==> src/rtl/load_ext_unit.sv <==
// Load path from data memory to W stage: latches a load, waits for read data, extends byte/half/word.
// Optional misaligned-load detection is built when ADEL_CHECK_EN is defined.
module load_ext_unit #(
    parameter int MAX_WAIT = 15
) (
    input  logic        clk,
    input  logic        reset,
    input  logic        req_valid,
    input  logic [31:0] instr_m,
    input  logic [1:0]  A1_0,
    input  logic        mem_rvalid,
    input  logic [31:0] mem_rdata,
    input  logic        w_ack,
    output logic        stall,
    output logic [31:0] dout,
    output logic        dout_valid,
    output logic        bus_err,
    output logic        adel
);

    localparam int CNT_W = $clog2(MAX_WAIT + 1);
    localparam logic [CNT_W-1:0] LAST_CNT = CNT_W'(MAX_WAIT - 1);

    localparam logic [5:0] OP_LW  = 6'b100011;
    localparam logic [5:0] OP_LB  = 6'b100000;
    localparam logic [5:0] OP_LBU = 6'b100100;
    localparam logic [5:0] OP_LH  = 6'b100001;
    localparam logic [5:0] OP_LHU = 6'b100101;

    typedef enum logic [1:0] {
        IDLE = 2'd0,
        WAIT = 2'd1,
        DONE = 2'd2
    } state_t;

    state_t           state;
    logic [5:0]       op_q;
    logic [1:0]       addr_q;
    logic [CNT_W-1:0] wait_cnt;

    logic [5:0] opcode;
    logic       is_load;
    logic       misaligned;
    logic       unused_instr_bits;

    assign opcode            = instr_m[31:26];
    assign unused_instr_bits = ^instr_m[25:0];

    assign is_load = (opcode == OP_LW)  || (opcode == OP_LB) || (opcode == OP_LBU) ||
                     (opcode == OP_LH)  || (opcode == OP_LHU);

`ifdef ADEL_CHECK_EN
    assign misaligned = (((opcode == OP_LH) || (opcode == OP_LHU)) && A1_0[0]) ||
                        ((opcode == OP_LW) && (A1_0 != 2'b00));
`else
    assign misaligned = 1'b0;
`endif

    // A load waiting behind an unconsumed result must also hold the pipeline.
    always_comb begin
        stall = 1'b0;
        if (state == WAIT) begin
            stall = 1'b1;
        end else if (state == DONE) begin
            stall = req_valid && is_load && !w_ack;
        end
    end

    function automatic logic [31:0] extend(input logic [5:0]  op,
                                           input logic [1:0]  addr,
                                           input logic [31:0] data);
        logic [7:0]  b;
        logic [15:0] h;
        logic [31:0] r;
        case (addr)
            2'b00:   b = data[7:0];
            2'b01:   b = data[15:8];
            2'b10:   b = data[23:16];
            default: b = data[31:24];
        endcase
        h = addr[1] ? data[31:16] : data[15:0];
        case (op)
            OP_LB:   r = {{24{b[7]}}, b};
            OP_LBU:  r = {24'h000000, b};
            OP_LH:   r = {{16{h[15]}}, h};
            OP_LHU:  r = {16'h0000, h};
            default: r = data;
        endcase
        return r;
    endfunction

    // Data arriving on the timeout cycle takes priority over the abort.
    always_ff @(posedge clk or negedge reset) begin
        if (!reset) begin
            state      <= IDLE;
            op_q       <= 6'd0;
            addr_q     <= 2'd0;
            wait_cnt   <= '0;
            dout       <= 32'd0;
            dout_valid <= 1'b0;
            bus_err    <= 1'b0;
            adel       <= 1'b0;
        end else begin
            bus_err <= 1'b0;
            adel    <= 1'b0;
            case (state)
                IDLE: begin
                    if (req_valid && is_load) begin
                        if (misaligned) begin
                            adel <= 1'b1;
                        end else begin
                            op_q     <= opcode;
                            addr_q   <= A1_0;
                            wait_cnt <= '0;
                            state    <= WAIT;
                        end
                    end
                end
                WAIT: begin
                    if (mem_rvalid) begin
                        dout       <= extend(op_q, addr_q, mem_rdata);
                        dout_valid <= 1'b1;
                        state      <= DONE;
                    end else if (wait_cnt == LAST_CNT) begin
                        bus_err <= 1'b1;
                        state   <= IDLE;
                    end else begin
                        wait_cnt <= wait_cnt + CNT_W'(1);
                    end
                end
                DONE: begin
                    if (w_ack) begin
                        dout_valid <= 1'b0;
                        if (req_valid && is_load) begin
                            if (misaligned) begin
                                adel  <= 1'b1;
                                state <= IDLE;
                            end else begin
                                op_q     <= opcode;
                                addr_q   <= A1_0;
                                wait_cnt <= '0;
                                state    <= WAIT;
                            end
                        end else begin
                            state <= IDLE;
                        end
                    end
                end
                default: state <= IDLE;
            endcase
        end
    end

endmodule

==> config.mk <==
export PLATFORM = sky130hd
export DESIGN_NAME = load_ext_unit
export DESIGN_NICKNAME = d
export VERILOG_FILES = /design/src/rtl/load_ext_unit.sv
export SDC_FILE = /design/constraint.sdc
export NUM_CORES = 1
export LEC_CHECK = 0
export ABC_CLOCK_PERIOD_IN_PS = 1600
export CORE_ASPECT_RATIO = 0.9
export CORE_MARGIN = 2
export CORE_UTILIZATION = 40
export CTS_BUF_LIST = sky130_fd_sc_hd__clkbuf_8
export CTS_CLUSTER_DIAMETER = 50
export DETAILED_ROUTE_END_ITERATION = 6
export PLACE_DENSITY = 0.76
export SLEW_MARGIN = 20
export SYNTH_ARGS = -nofsm -noshare
export SYNTH_HDL_FRONTEND = slang
export SYNTH_SLANG_ARGS = --single-unit
==> constraint.sdc <==
create_clock -name clk -period 1.6 [get_ports clk]
set_input_delay 0.48 -clock clk [delete_from_list [all_inputs] [get_ports clk]]
set_output_delay 0.48 -clock clk [all_outputs]
set_load 0.02 [all_outputs]
# ---- After elaboration in Yosys (flattened, before gate mapping)
# Cells that the tools add are included.
dict set report word_totals {
  regBits 48
  inputBits 71
  word_cells 73
}
dict set report classes {
  add_sub_neg 1
  n_eq_ne 20
  muxes 28
  n_reduce_logical 17
}
# operator n
set op_table {}
lappend op_table {{one-hot mux 32 bit (4 select lines)} 1}
lappend op_table {{equality test 6 bit (second input constant)} 9}
lappend op_table {{one-hot mux 8 bit (3 select lines)} 1}
lappend op_table {{two-way mux 16 bit} 1}
lappend op_table {{two-way mux 4 bit} 4}
lappend op_table {{two-way mux 2 bit} 6}
lappend op_table {{two-way mux 6 bit} 2}
lappend op_table {{one-hot mux 4 bit (3 select lines)} 1}
lappend op_table {{one-hot mux 6 bit (2 select lines)} 1}
lappend op_table {{inequality test 2 bit (second input constant)} 5}
lappend op_table {{two-way mux 1 bit} 8}
lappend op_table {{one-hot mux 2 bit (3 select lines)} 1}
lappend op_table {{AND reduction 3 bit} 2}
lappend op_table {{adder 4 x 1 -> 4 bit (second input constant)} 1}
lappend op_table {{equality test 2 x 1 -> 1 bit (second input constant)} 2}
lappend op_table {{equality test 2 bit (second input constant)} 2}
lappend op_table {{equality test 4 bit (second input constant)} 1}
lappend op_table {{zero test 2 bit} 2}
lappend op_table {{logical OR 1 bit} 4}
lappend op_table {{one-hot mux 2 bit (2 select lines)} 1}
lappend op_table {{AND reduction 2 bit} 2}
lappend op_table {{AND reduction 4 bit} 1}
lappend op_table {{nonzero test 2 bit} 2}
lappend op_table {{inequality test 3 x 2 -> 1 bit (second input constant)} 1}
lappend op_table {{other kinds (4)} 5}

# ---- Longest topological paths before layout
# Gate-level depths: netlist of the first run.
dict set report depth {
  depth_word 9
  ltp_mapped 7
}

# ---- Worst setup path after synthesis of the first run
# Ideal clock, no wire load.
dict set report synth_timing {
  path_type {input to output}
  startpoint {in instr_m[29]}
  endpoint {out stall}
  arrival_time_ns 1.399
  required_time_ns 1.120
  path_slack_ns -0.279
  stages 3
  path_buffers 0
  cell_sequence {nor4bb_1 -> o21ai_0 -> o21ai_0}
}
dict set report synth_via {
  elab_chain_len 9
  elab_cells_between_ends 13
}
# item line
set synth_lines {}
lappend synth_lines {{from (decl)} 9} ;# input logic [31:0] instr_m,
lappend synth_lines {{equality test 6 bit} 49} ;# assign is_load = (opcode == OP_LW) || (opcode == OP_LB) || (opcode == OP_LBU) ||
lappend synth_lines {{logical OR 1 bit (3 in series)} 49}
lappend synth_lines {{logical OR 1 bit *} 50} ;# (opcode == OP_LH) || (opcode == OP_LHU);
lappend synth_lines {{logical AND 1 bit * (2 in series)} 65} ;# stall = req_valid && is_load && !w_ack;
lappend synth_lines {{two-way mux 1 bit *} 64} ;# end else if (state == DONE) begin
lappend synth_lines {{two-way mux 1 bit *} 62} ;# if (state == WAIT) begin
lappend synth_lines {{to (decl)} 14} ;# output logic stall,
# Every way passes the cells marked *; elsewhere a longest branch is shown, timed or not.

# ---- Final worst setup path of the first run
# Same ends and word-level chain as after synthesis.

==> results by group, run 1 <==
Setup path
  • Worst-path fanout max: 2
  • Minimum setup slack among reg-to-reg paths: -0.12 ns
  • Worst Setup End Kind: output pin
  • Logic depth of the worst register-to-register path: 5
  • Category of the most critical setup path: input port to output pin
  • Logic depth of the worst setup path including buffers: 5
  • Data required, critical path: 1.12 ns
  • Worst path slowest cell: sky130_fd_sc_hd__nor4bb_4
  • Number of buffers and inverters on the critical path: 2
  • Crit-path cells: buf_6, nor4bb_4, o21ai_2, o21ai_2, buf_6
  • Worst setup path endpoint: stall
  • Critical path arrival: 1.28 ns
  • Reg2reg start: op_q[1]
  • Crit path launch: instr_m[29]
  • Top Family by Delay on Critical Path: simple AND/OR/NAND/NOR gates
  • Kind of start point of the critical path: input port
  • Biggest cell delay along the critical path: 0.34 ns
  • Endpoint of the most critical register-to-register path: dout[5]

Power and ir drop
  • Peak VDD IR: 633 uV
  • Standby leakage power: 1.97 nW
  • Power per cell area: about 1300 nW/um^2
  • Post-layout total power: 5.51 mW

GRT
  • Grt total ovfl: 0
  • First-pass GRT wire length: 13,500 um
  • Largest net degree at the start of global routing: 49
  • Vias in the first global route: 2,830
  • Initial antenna violation count: 0
  • Total routing resource utilization after global routing: 0.250

CTS
  • Total number of clock tree sinks: 48
  • Count of hold-fix buffers inserted at cts: 0
  • CTS tree: done
  • Number of levels the H-tree was split into: 2
  • Maximum count of clock buffers along a single path: 2
  • Clock latency at the later pin of the worst-skew pair: about 0.31 ns
  • Clock Pin Slew Worst Setup and Hold Paths: 0.08 ns
  • Clk Tree Root Cell: sky130_fd_sc_hd__clkbuf_8
  • Total clock buffers created by CTS: 5

Floorplan
  • Count of standard-cell rows: 27
  • DIE AREA: 7170 um^2
  • Die Ht: 80.5 um
  • I/O pin count: 107
  • Initial cell density of the core: 0.419
  • Core Box Area: 6220 um^2
  • Die Span X: 89.0 um

STA
  • Count of final hold-check violations: 0
  • Final setup slack of the worst path: -0.159 ns
  • Clk_skew: 0.00539 ns
  • Fmax achieved: 569 MHz
  • Final TNS setup: -2.30 ns
  • Final critical path time including I/O delays and setup: 1.76 ns
  • Share of the cycle needed by the critical path after routing: 1.10
  • Number of slew-limit violations in the final report: 0
  • Setup-violating endpoint count in the final report: 26
  • Unrepaired setup endpoints after global routing: true

Drt
  • Average wire per cell in the routed design: 17.7 um
  • Violation count after the first detailed-routing iteration: 197
  • Total Routed Length: just under 9000 um
  • DRC errors left: 0
  • Number of optimization iterations in the first detailed-route pass: 5
  • Detail Route Antenna Nets: 0
  • Vias per std cell: between 5 and 6
  • Number of vias after detailed routing: 2,859

Placement
  • Count of input and output buffers: 79
  • Instance count after placement with tap cells included: ~480
  • Dpl hpwl: 6030 um
  • Gpl congestion: 0.938

Finish
  • Core occupancy in the finished layout: 0.697
  • Most common cell after layout, fill and taps aside: sky130_fd_sc_hd__buf_4
  • Growth of design area from synthesis to finish: 66.5%
  • Post-layout net count: between 400 and 500
  • Layout cells sized above 1: 0.318
  • Layout Cells excl Fill: between 400 and 500
  • Sequential cell area: 1200 um^2
  • Commonest non-fill, non-tap cells in the layout: sky130_fd_sc_hd__buf_4, sky130_fd_sc_hd__dfrtp_1, sky130_fd_sc_hd__nand2_1, sky130_fd_sc_hd__dlygate4sd2_1, sky130_fd_sc_hd__clkdlybuf4s50_1
  • Fillers: a little over 500
  • Multi-input logic area: between 1000 and 1500 um^2
  • Number of antenna diodes: 0

Run status
  • Result of the run: complete, but fails checks
  • Failing checks: negative setup slack

Yosys
  • Post-synthesis sequential element count: 48
  • Number of library cell types mapped by synthesis: 44
  • Synthesized Nets: between 300 and 400
  • Synthesized area divided by synthesized cell count: 9.54 um^2
  • Top FF cell, synth: sky130_fd_sc_hd__dfrtp_1
  • Number of enable flip-flop cells after synthesis: 0
  • Fraction of registers with async set or reset after synthesis: 1.00
  • Cells after Synth: 273
  • Yosys warning count: 0
  • Sequential share of the synthesized area: 0.461
  • Post-synthesis instance area: 2600 um^2

Min path
  • Path category of the worst min-delay check: input port to asynchronous set/reset pin

Job
  • Maximum capacitance violations: 0
-- routing by layer --
metal / vias to the layer above / GRT usage / part of all wire
met1: 1378 / 0.293 / 0.38
li1: 1279 / - / -
met3: 34 / 0.0647 / 0.093
met4: 0 / 0.131 / 0.046
met2: 168 / 0.419 / 0.48
met5: - / 0 / 0
-- what timing repair did --
item                       in CTS  in global routing
pin swaps                      22                 11
resized for setup              87                 25
cloned                          2                  3
buffers inserted                5                  2
setup endpoints to repair      71                 33
-- through the flow --
stage	hold WS [ns]	instance area [um^2]	setup WS, ns
4_1_cts	0.154	4170	-0.178
3_3_place_gp	0.468	3940	-0.943
6_report	0.140	4330	-0.159
3_5_place_dp	0.483	3940	-1.01
5_1_grt	0.157	4330	-0.228
2_1_floorplan	0.184	2630	0.0128
-- cell usage after synthesis, drive strengths merged (2+ instances only) --
cell	instances	area, um^2
or2	2	12.5
clkbuf	7	26.3
nand4	16	100
o22ai	3	18.8
nand2b	4	25.0
nor2	21	86.3
a221o	2	20.0
ha	2	25.0
a31oi	7	43.8
mux4	7	158
mux2	4	45.0
nor2b	4	25.0
o21ai	7	35.0
mux2i	3	30.0
xor2	2	17.5
a41oi	7	61.3
inv	7	26.3
a21oi	11	58.8
nor3	2	21.3
a32oi	7	61.3
nand2	45	169
dfrtp	48	1200
nand3	31	165
buf	13	75.1
-- sequential cells by signal (all words and copies together) (netlist names) --
register	flops
bus_err	1
dout	32
wait_cnt	4
addr_q	2
op_q	6
state	2
dout_valid	1
-- cell families (layout without fill, tap and decap cells) --
logic type,after synthesis,count (layout),share of synthesized area
flops,48,48,0.461
fa+ha+maj,2,2,0.00961
xor+xnor,2,2,0.00673
buf+inv,27,166,0.0490
other cells,1,1,0.00144
simple gates,132,132,0.258
mux,14,14,0.0894
compound gates,47,47,0.125
-- report_power, final --
group	total (mW)	switching (mW)	leakage, nW	internal (mW)
combinational	2.84	1.53	1.34	1.31
sequential	1.91	0.278	0.582	1.64
clock	0.756	0.416	0.0538	0.341
-- worst min path at each step --
| stage | slack, ns | startpoint | endpoint | depth (start not counted) |
|---|---|---|---|---|
| global route | 0.16 | reset | dout[30] | 2 |
| global placement | 0.47 | op_q[5] | op_q[5] | 1 |
| finish | 0.14 | reset | dout[27] | 2 |
| floorplan | 0.18 | reset | addr_q[0] | 0 |
| CTS | 0.15 | reset | dout[28] | 2 |
| detailed placement | 0.48 | reset | dout[28] | 2 |
-- area by class of cell --
class                   count  area share
inverters                   7     0.00606
flip-flops and latches     48       0.277
repair buffers            151       0.331
multi-input cells         198       0.340
clock inverters             2     0.00173
well taps                  87      0.0251
clock buffers               6      0.0191
Power figures use the tool's default switching activity.
==> inputs of run 2 (changes only) <==
--- a/config.mk
+++ b/config.mk
@@ -13,7 +13,6 @@
 export CTS_CLUSTER_DIAMETER = 50
 export DETAILED_ROUTE_END_ITERATION = 6
 export PLACE_DENSITY = 0.76
-export SLEW_MARGIN = 20
 export SYNTH_ARGS = -nofsm -noshare
 export SYNTH_HDL_FRONTEND = slang
 export SYNTH_SLANG_ARGS = --single-unit
==> results of run 2 <==
The final DEF is identical to that of run 1; final timing and power are the same.
